[config.mk]
export PLATFORM = sky130hd
export DESIGN_NAME = multicycle_ctrl
export DESIGN_NICKNAME = d
export VERILOG_FILES = /design/src/rtl/mips_pkg.sv /design/src/rtl/mc_outdec.sv /design/src/rtl/multicycle_ctrl.sv
export SDC_FILE = /design/constraint.sdc
export NUM_CORES = 1
export LEC_CHECK = 0
export ABC_CLOCK_PERIOD_IN_PS = 2000
export CORE_UTILIZATION = 25
export CTS_BUF_LIST = sky130_fd_sc_hd__clkbuf_8
export DETAILED_ROUTE_END_ITERATION = 8
export GPL_ROUTABILITY_DRIVEN = 0
export PLACE_DENSITY = 0.46
export SETUP_SLACK_MARGIN = 0.2
export SLEW_MARGIN = 5
export SYNTH_ARGS = -nofsm -noshare
export SYNTH_HDL_FRONTEND = slang
export SYNTH_SLANG_ARGS = --single-unit
[constraint.sdc]
create_clock -name clk -period 2 [get_ports clk]
set_input_delay 0.2 -clock clk [delete_from_list [all_inputs] [get_ports clk]]
set_output_delay 0.2 -clock clk [all_outputs]
set_load 0.01 [all_outputs]
[src/rtl/mips_pkg.sv]
// Shared definitions for the multicycle MIPS controller: state encoding,
// opcode/funct values, ALUOp codes and the packed control word.
package mips_pkg;

  typedef enum logic [3:0] {
    StFetch  = 4'd0,
    StDecode = 4'd1,
    StMemAdr = 4'd2,
    StMemRd  = 4'd3,
    StMemWb  = 4'd4,
    StMemWr  = 4'd5,
    StExec   = 4'd6,
    StRwb    = 4'd7,
    StIExec  = 4'd8,
    StIwb    = 4'd9,
    StBranch = 4'd10,
    StJump   = 4'd11,
    StJal    = 4'd12,
    StJr     = 4'd13,
    StHalt   = 4'd14
  } state_e;

  localparam logic [5:0] OpRtype = 6'b000000;
  localparam logic [5:0] OpJ     = 6'b000010;
  localparam logic [5:0] OpJal   = 6'b000011;
  localparam logic [5:0] OpBeq   = 6'b000100;
  localparam logic [5:0] OpBne   = 6'b000101;
  localparam logic [5:0] OpAddi  = 6'b001000;
  localparam logic [5:0] OpSlti  = 6'b001010;
  localparam logic [5:0] OpSltiu = 6'b001011;
  localparam logic [5:0] OpAndi  = 6'b001100;
  localparam logic [5:0] OpOri   = 6'b001101;
  localparam logic [5:0] OpXori  = 6'b001110;
  localparam logic [5:0] OpLui   = 6'b001111;
  localparam logic [5:0] OpLw    = 6'b100011;
  localparam logic [5:0] OpSw    = 6'b101011;

  localparam logic [5:0] FunctJr = 6'b001000;

  localparam logic [3:0] AluFunct = 4'b0000; // ALU control decodes funct
  localparam logic [3:0] AluAdd   = 4'b1000;
  localparam logic [3:0] AluSub   = 4'b1001;
  localparam logic [3:0] AluAnd   = 4'b1010;
  localparam logic [3:0] AluOr    = 4'b1011;
  localparam logic [3:0] AluXor   = 4'b1100;
  localparam logic [3:0] AluSlt   = 4'b1101;
  localparam logic [3:0] AluSltu  = 4'b1110;
  localparam logic [3:0] AluLui   = 4'b1111;

  typedef struct packed {
    logic       pc_write;
    logic       pc_write_cond;
    logic       bne;
    logic       ior_d;
    logic       ir_write;
    logic       mem_read;
    logic       mem_write;
    logic [1:0] reg_dst;
    logic [1:0] mem_to_reg;
    logic       reg_write;
    logic       zero_ext;
    logic       alu_src_a;
    logic [1:0] alu_src_b;
    logic [3:0] alu_op;
    logic [1:0] pc_source;
  } ctrl_t;

  function automatic logic is_imm_op(logic [5:0] op);
    return (op == OpAddi) || (op == OpSlti) || (op == OpSltiu) || (op == OpAndi) ||
           (op == OpOri)  || (op == OpXori) || (op == OpLui);
  endfunction

  function automatic logic [3:0] imm_alu_op(logic [5:0] op);
    case (op)
      OpSlti:  return AluSlt;
      OpSltiu: return AluSltu;
      OpAndi:  return AluAnd;
      OpOri:   return AluOr;
      OpXori:  return AluXor;
      OpLui:   return AluLui;
      default: return AluAdd;
    endcase
  endfunction

endpackage

[src/rtl/mc_outdec.sv]
// Combinational control-word decode for the multicycle controller.
// Ports: state      - current FSM state
//        opcode     - opcode latched for the current instruction
//        fetch_done - instruction fetch completes this cycle
//        ctrl       - decoded control word
module mc_outdec
  import mips_pkg::*;
(
  input  state_e     state,
  input  logic [5:0] opcode,
  input  logic       fetch_done,
  output ctrl_t      ctrl
);

  always_comb begin
    ctrl        = '0;
    ctrl.alu_op = AluAdd;
    case (state)
      StFetch: begin
        ctrl.mem_read  = 1'b1;
        ctrl.alu_src_b = 2'b01;
        ctrl.ir_write  = fetch_done;
        ctrl.pc_write  = fetch_done;
      end
      StDecode: ctrl.alu_src_b = 2'b11; // branch target precompute
      StMemAdr: begin
        ctrl.alu_src_a = 1'b1;
        ctrl.alu_src_b = 2'b10;
      end
      StMemRd: begin
        ctrl.mem_read = 1'b1;
        ctrl.ior_d    = 1'b1;
      end
      StMemWb: begin
        ctrl.reg_write  = 1'b1;
        ctrl.mem_to_reg = 2'b01;
      end
      StMemWr: begin
        ctrl.mem_write = 1'b1;
        ctrl.ior_d     = 1'b1;
      end
      StExec: begin
        ctrl.alu_src_a = 1'b1;
        ctrl.alu_op    = AluFunct;
      end
      StRwb: begin
        ctrl.reg_write = 1'b1;
        ctrl.reg_dst   = 2'b01;
      end
      StIExec, StIwb: begin
        // ALUOp/zeroExt stay valid through write-back
        ctrl.alu_op   = imm_alu_op(opcode);
        ctrl.zero_ext = (opcode == OpAndi) || (opcode == OpOri) || (opcode == OpXori);
        if (state == StIExec) begin
          ctrl.alu_src_a = 1'b1;
          ctrl.alu_src_b = 2'b10;
        end else begin
          ctrl.reg_write = 1'b1;
        end
      end
      StBranch: begin
        ctrl.alu_src_a     = 1'b1;
        ctrl.alu_op        = AluSub;
        ctrl.pc_write_cond = 1'b1;
        ctrl.pc_source     = 2'b01;
        ctrl.bne           = (opcode == OpBne);
      end
      StJump: begin
        ctrl.pc_write  = 1'b1;
        ctrl.pc_source = 2'b10;
      end
      StJal: begin
        ctrl.pc_write   = 1'b1;
        ctrl.pc_source  = 2'b10;
        ctrl.reg_write  = 1'b1;
        ctrl.reg_dst    = 2'b10;
        ctrl.mem_to_reg = 2'b10;
      end
      StJr: begin
        ctrl.pc_write  = 1'b1;
        ctrl.pc_source = 2'b11;
      end
      default: ;
    endcase
  end

endmodule

[src/rtl/multicycle_ctrl.sv]
// Multicycle MIPS control unit: FSM, opcode/funct latch, retire counter.
// Inputs:  clk, rst_n, opcode/funct (IR fields), zero, mem_ready.
// Outputs: datapath control signals, current state, sticky illegal flag,
//          retired-instruction count.
module multicycle_ctrl
  import mips_pkg::*;
#(
  parameter int unsigned ALUOP_W = 4,
  parameter int unsigned CNT_W   = 32,
  parameter int unsigned MEM_HS  = 1
) (
  input  logic               clk,
  input  logic               rst_n,
  input  logic [5:0]         opcode,
  input  logic [5:0]         funct,
  input  logic               zero,
  input  logic               mem_ready,
  output logic               pcWrite,
  output logic               pcWriteCond,
  output logic               bne,
  output logic               iorD,
  output logic               irWrite,
  output logic               memRead,
  output logic               memWrite,
  output logic [1:0]         regDst,
  output logic [1:0]         memToReg,
  output logic               regWrite,
  output logic               zeroExt,
  output logic               ALUSrcA,
  output logic [1:0]         ALUSrcB,
  output logic [ALUOP_W-1:0] ALUOp,
  output logic [1:0]         pcSource,
  output logic [3:0]         state,
  output logic               illegal,
  output logic [CNT_W-1:0]   retired
);

  state_e           state_q, state_d;
  logic [5:0]       op_q, funct_q;
  logic             illegal_q;
  logic [CNT_W-1:0] retired_q;
  logic             ready, fetch_done, retire;
  ctrl_t            ctrl;

  // Branch resolution happens in the datapath from pcWriteCond/bne/zero.
  logic unused_zero;
  assign unused_zero = zero;

  assign ready      = (MEM_HS == 0) || mem_ready;
  assign fetch_done = (state_q == StFetch) && ready;
  assign retire     = (state_q != StFetch) && (state_d == StFetch);

  always_comb begin
    state_d = state_q;
    case (state_q)
      StFetch:  if (ready) state_d = StDecode;
      StDecode: begin
        case (op_q)
          OpRtype:     state_d = (funct_q == FunctJr) ? StJr : StExec;
          OpLw, OpSw:  state_d = StMemAdr;
          OpBeq, OpBne: state_d = StBranch;
          OpJ:         state_d = StJump;
          OpJal:       state_d = StJal;
          default:     state_d = is_imm_op(op_q) ? StIExec : StHalt;
        endcase
      end
      StMemAdr: state_d = (op_q == OpSw) ? StMemWr : StMemRd;
      StMemRd:  if (ready) state_d = StMemWb;
      StMemWr:  if (ready) state_d = StFetch;
      StExec:   state_d = StRwb;
      StIExec:  state_d = StIwb;
      StHalt:   state_d = StHalt;
      default:  state_d = StFetch; // all other final states
    endcase
  end

  always_ff @(posedge clk or negedge rst_n) begin
    if (!rst_n) begin
      state_q   <= StFetch;
      op_q      <= '0;
      funct_q   <= '0;
      illegal_q <= 1'b0;
      retired_q <= '0;
    end else begin
      state_q <= state_d;
      if (fetch_done) begin
        op_q    <= opcode;
        funct_q <= funct;
      end
      if (state_d == StHalt) illegal_q <= 1'b1;
      if (retire) retired_q <= retired_q + CNT_W'(1);
    end
  end

  mc_outdec u_outdec (
    .state      (state_q),
    .opcode     (op_q),
    .fetch_done (fetch_done),
    .ctrl       (ctrl)
  );

  // Write enables are forced low combinationally while reset is held.
  assign pcWrite     = ctrl.pc_write & rst_n;
  assign pcWriteCond = ctrl.pc_write_cond & rst_n;
  assign irWrite     = ctrl.ir_write & rst_n;
  assign memWrite    = ctrl.mem_write & rst_n;
  assign regWrite    = ctrl.reg_write & rst_n;
  assign bne         = ctrl.bne;
  assign iorD        = ctrl.ior_d;
  assign memRead     = ctrl.mem_read;
  assign regDst      = ctrl.reg_dst;
  assign memToReg    = ctrl.mem_to_reg;
  assign zeroExt     = ctrl.zero_ext;
  assign ALUSrcA     = ctrl.alu_src_a;
  assign ALUSrcB     = ctrl.alu_src_b;
  assign ALUOp       = ALUOP_W'(ctrl.alu_op);
  assign pcSource    = ctrl.pc_source;
  assign state       = state_q;
  assign illegal     = illegal_q;
  assign retired     = retired_q;

endmodule

## Word-level counts from Yosys, hierarchy flattened

Index checks and enable logic that the tools add are counted.

| word-level totals | value |
|---|---|
| register bits after elaboration | 49 |
| output and inout bits | 59 |
| word-level logic and storage cells | 88 |

| cells by class | value |
|---|---|
| add/sub/neg operators | 1 |
| equal/unequal tests | 29 |
| multiplexer cells | 25 |
| bitwise gates (word level) | 5 |
| reduce and logical (&&, ||, !) cells | 23 |

Operators by type and width:

| kind | count |
|---|---|
| $eq A6 B4 Y1 const B | 8 |
| $add A32 B1 Y32 const B | 1 |
| $eq A4 B4 Y1 const B | 8 |
| $pmux W4 S8 | 1 |
| $pmux W4 S5 | 1 |
| $pmux W3 S6 | 1 |
| $eq A4 B3 Y1 const B | 4 |
| $mux W4 | 4 |
| $eq A6 B2 Y1 const B | 2 |
| $eq A6 B3 Y1 const B | 2 |
| $eq A6 B6 Y1 const B | 2 |
| $pmux W4 S3 | 1 |
| $reduce_or A2 Y1 | 6 |
| $mux W3 | 3 |
| $reduce_or A3 Y1 | 3 |
| $eq A4 B2 Y1 const B | 2 |
| $logic_not A4 Y1 | 2 |
| $logic_or A1 B1 Y1 | 8 |
| $pmux W2 S2 | 2 |
| $pmux W2 S4 | 1 |
| $logic_not A6 Y1 | 1 |
| $mux W1 | 6 |
| $pmux W1 S2 | 3 |
| $pmux W2 S3 | 1 |
| 5 further kinds | 10 |

## Depth between registers and ports, before layout

| logic depth | value |
|---|---|
| word-level depth | 12 |
| gate-level depth with buffers | 9 |
| depth with buffers taken out | 7 |

## By module

Synthesis repeated with hierarchy kept, for this count alone.

| unflattened totals | value |
|---|---|
| cell total of the unflattened synthesis | 308 |
| area total of the unflattened synthesis | 2941.6 µm² |

By module, submodules not included:

| module | instances | cells an instance | area an instance (µm²) |
|---|---|---|---|
| multicycle_ctrl | 1 | 257 | 2613.8 |
| mc_outdec | 1 | 51 | 327.8 |

## Worst setup path after synthesis

No wires, ideal clock.

| timing | value |
|---|---|
| kind | register to register |
| from | register state_q[1], in the netlist state[1] |
| to | register retired_q[8], in the netlist retired[8] |
| setup time | 0.134 ns |
| arrival | 2.090 ns |
| setup slack | -0.223 ns |
| cell stages (with the launch flop) | 9 |
| buffers on the path | 2 |
| cell sequence | dfrtp_1 > or4b_2 > a31oi_1 > o21ai_1 > or3b_1 > buf_2 > buf_4 > nor4_2 > xor2_1 |

| on the way | value |
|---|---|
| longest elaborated chain between the ends | 4 |
| elaborated cells between the ends (all ways) | 15 |
| those cells by class | 7 x eq/ne; 4 x mux; 4 x reduce/logical |

RTL lines:

| item | line | RTL |
|---|---|---|
| start: declaration | multicycle_ctrl.sv:38 | `state_e state_q, state_d;` |
| start signal: assignment | multicycle_ctrl.sv:79 | `state_q <= StFetch;` |
| start signal: assignment | multicycle_ctrl.sv:85 | `state_q <= state_d;` |
| $eq A4 B4 Y1 (tied with other cells) | multicycle_ctrl.sv:55 | `case (state_q)` |
| $pmux W4 S8 | multicycle_ctrl.sv:55 |  |
| $logic_not A4 Y1 | multicycle_ctrl.sv:51 | `assign retire = (state_q != StFetch) && (state_d == StFetch);` |
| $logic_and A1 B1 Y1 (*) | multicycle_ctrl.sv:51 |  |
| end signal: assignment | multicycle_ctrl.sv:91 | `if (retire) retired_q <= retired_q + CNT_W'(1);` |
| end: declaration | multicycle_ctrl.sv:41 | `logic [CNT_W-1:0] retired_q;` |

Mark *: on every way between the ends. The rest lies on a longest branch, timed or not.
A chain may end at the register's enable or synchronous reset.

## Final worst setup path

| timing | value |
|---|---|
| from | register funct_q[2] |
| to | register retired_q[1], in the netlist retired[1] |

| on the way | value |
|---|---|
| longest elaborated chain between the ends | 6 |

RTL lines:

| item | line | RTL |
|---|---|---|
| start: declaration | multicycle_ctrl.sv:39 | `logic [5:0] op_q, funct_q;` |
| start signal: assignment | multicycle_ctrl.sv:88 | `funct_q <= funct;` |
| $eq A6 B4 Y1 | multicycle_ctrl.sv:59 | `OpRtype: state_d = (funct_q == FunctJr) ? StJr : StExec;` |
| $mux W4 | multicycle_ctrl.sv:59 |  |
| $pmux W4 S5 | multicycle_ctrl.sv:58 | `case (op_q)` |
| $pmux W4 S8 | multicycle_ctrl.sv:55 |  |
| $logic_not A4 Y1 | multicycle_ctrl.sv:51 |  |
| $logic_and A1 B1 Y1 | multicycle_ctrl.sv:51 |  |

Every way passes these cells.

==> results.ini <==
[yosys]
syn_nets=319
ys.flop_type=dfrtp_1
synth_edf_count=0
postSynthCellCount=302
async_flop_share=1.00
yosys_warnings=0
ys_seq_area_frac=0.387
synth-seq-cells=49
syn_avg_cell_area_um2=10.5
synth_area_mm2=0.00317
ys_types=57

[sta]
rsz0062_at_grt=true
period_needed_ps=2350
fmax_mhz=425
maxSlewViolCount=0
setup_violations=34
hold_violations=0
whs_ps=258
fin_tns_setup_ps=-10220
min_period_over_period=1.18
setup_ws_ps=-352
slew_headroom=0.604
clock_skew_ps=20.1
worst_pin_slew_ps=594

[critical_path]
rr_endpoint=retired[1]$_DFFE_PN0P_
reg2reg_depth=7
cp-start-kind=register
path_cells=or4b_4, o31a_1, o221ai_2, or3b_4, buf_12, nor3_4, mux2_4
r2r-start=funct_q[2]$_DFFE_PN0P_
cpLargestDelayFamily=simple AND/OR/NAND/NOR gates
endpoint_kind=register
worstPathMaxFanout=6
critPathKind=register to register
critical_path_cell_count=7
slowest_stage=or4b_4
startpoint=funct_q[2]$_DFFE_PN0P_
required_ps=2190
crit_arrival_ps=2550
path_buf_inv=1
r2r_slack_ps=-350
max_stage_delay_ps=570
critical_path.endpoint=retired[1]$_DFFE_PN0P_

[power_and_ir_drop]
p_seq_frac=0.177
total_power_uw=8670
leakage_uw=0.00239
p_sw_uw=3810
p_int_uw=4850
netSwitchingFraction=0.440
cellPowerDensity_mw_per_mm2=1560
power.share.clock=0.074
combPwrFrac=0.749
ir_drop_uv=874

[placement]
hpwl_um=6430
port-buffer-count=73
dp_slack_ps=-521
post_dp_cell_area_mm2=0.00471

[floorplanning]
die_y_um=115
num_io_pins=75
die_w_um=115
initial_utilization=0.260
dieArea_mm2=0.0131
core-area_mm2=0.0122
num_rows=40

[finish]
final_nets=480
fin_area_mm2=0.00555
nFillCells=1154
drive_gt1_frac=0.506
multiInputGateArea_mm2=0.00228
area_growth_pct=75.1
n_antenna_cell=0
regArea_mm2=0.00123

[cts]
cts_root_buf=clkbuf_8
worstSkewPairLatency_ps=320
path_clk_slew_ps=110
clock_path_buffers=2
cts.sinks=49
cts_inserted_buffers=5
cts_tree=yes
htreeDepth=2

[routing]
routed_via_density=4.67
drt_iter0_drc=118
vias=2954
wl_per_cell_um=15.4
drc=0
drt_first_pass_iters=4
routed_wl_um=9740
route.antenna.remaining_nets=0

[global_routing]
antenna_found_initial=0
grt_max_degree=45
track_usage=0.151
grt_pass1_wl_um=15300
grt_remaining_overflow=0
grt_pass1_vias=2897

[run_status]
status=complete, but fails checks
violations=setup timing

[run]
cap_violations=0

[worst_hold_path]
hold_class=input port to async pin

## per-stage QoR
stage               utilization  instances
floorplan                     -        302
global placement          0.387        589
detailed placement        0.387        589
CTS                       0.431        623
global route              0.456        632
finish                    0.456        632
## Yosys cell counts, drive strengths merged, types with 5 or more instances
library cell,instances,share of area
dfrtp,49,0.39
mux2,13,0.046
nand2,20,0.026
nor2,16,0.019
and4,7,0.019
inv,5,0.0059
nand2b,6,0.012
a21oi,6,0.0095
nand4,12,0.026
and3,9,0.018
nor2b,6,0.012
o21ai,6,0.0095
nand3,12,0.019
nor3,8,0.014
xor2,30,0.083
buf,19,0.046
nor4,29,0.11
clkbuf,6,0.0071
nor4b,6,0.026
## how the worst min path moves through the flow
stage | to | cells after the start
4_1_cts | illegal$_DFFE_PN0N_ | 2
3_3_place_gp | op_q[0]$_DFFE_PN0P_ | 1
2_1_floorplan | funct_q[0]$_DFFE_PN0P_ | 0
5_1_grt | illegal$_DFFE_PN0N_ | 2
3_5_place_dp | op_q[0]$_DFFE_PN0P_ | 1
6_report | illegal$_DFFE_PN0N_ | 2
## final cells by class
type	count	area share
inverters	5	0.00383
multi-input cells	224	0.412
clock inverters	3	0.00451
repair buffers	178	0.307
flip-flops and latches	49	0.223
clock buffers	5	0.0124
well taps	168	0.0379
## flip-flops by register name, summed over array words and instances (netlist names)
name     flops
state        4
funct_q      6
illegal      1
op_q         6
retired     32
## layer usage
layer	up-vias	global-route usage	part of all wire
met4	0	0.0364	0.0089
met5	-	0	0
met1	1450	0.208	0.48
met3	7	0.0217	0.028
met2	54	0.248	0.48
li1	1443	-	-
## cell usage in the layout (no fill, tap or decap), types with 3 or more instances in the layout
master | netlist | routed
buf_2 | 5 | 21
nor3_4 | 0 | 4
xor2_1 | 30 | 30
and2_1 | 3 | 3
buf_6 | 7 | 16
dfrtp_1 | 49 | 42
o21ai_2 | 0 | 3
dfrtp_2 | 0 | 7
nor2_4 | 0 | 4
mux2_2 | 12 | 12
a21oi_1 | 6 | 4
nor2_2 | 0 | 3
nor2b_1 | 6 | 3
and3_1 | 9 | 9
nor4_2 | 27 | 6
nand3_1 | 12 | 10
nor2_1 | 16 | 9
clkdlybuf4s50_1 | 0 | 48
nor3_1 | 7 | 4
nand2_1 | 19 | 16
nor4b_4 | 0 | 4
inv_1 | 5 | 4
nand4_1 | 11 | 11
buf_4 | 4 | 71
nor4_4 | 0 | 23
and4_1 | 7 | 7
nand2b_1 | 6 | 5
buf_12 | 0 | 12
a211oi_2 | 0 | 3
clkbuf_8 | 0 | 5
## power groups by stage
stage                     Sequential, µW  Combinational (µW)  Clock (µW)
after floorplan                     1460                2730           0
after global placement              1550                4600           0
after detailed placement            1560                4610           0
after CTS                           1530                5790         689
after global routing                1590                6870         722
final                               1540                6490         643
## cells by family (layout without fill, tap and decap cells)
kind of cell,after synthesis,count (layout),share of synthesized area
AO/OA/AOI/OAI,30,31,0.0719
XOR/XNOR,32,32,0.0885
adder cells (fa/ha/maj),1,1,0.00395
buffers and inverters,30,191,0.0589
flip-flops,49,49,0.387
multiplexers,14,14,0.0494
AND/OR/NAND/NOR,146,146,0.340
## what timing repair did
action,CTS,global route
cloned,3,1
pin swaps,17,22
gates resized for setup,149,48
buffers inserted,22,8
hold buffers,1,0
endpoints found under the hold margin,5,0
endpoints found under the setup margin,72,70
No activity file was read; power rests on OpenSTA's default activity.
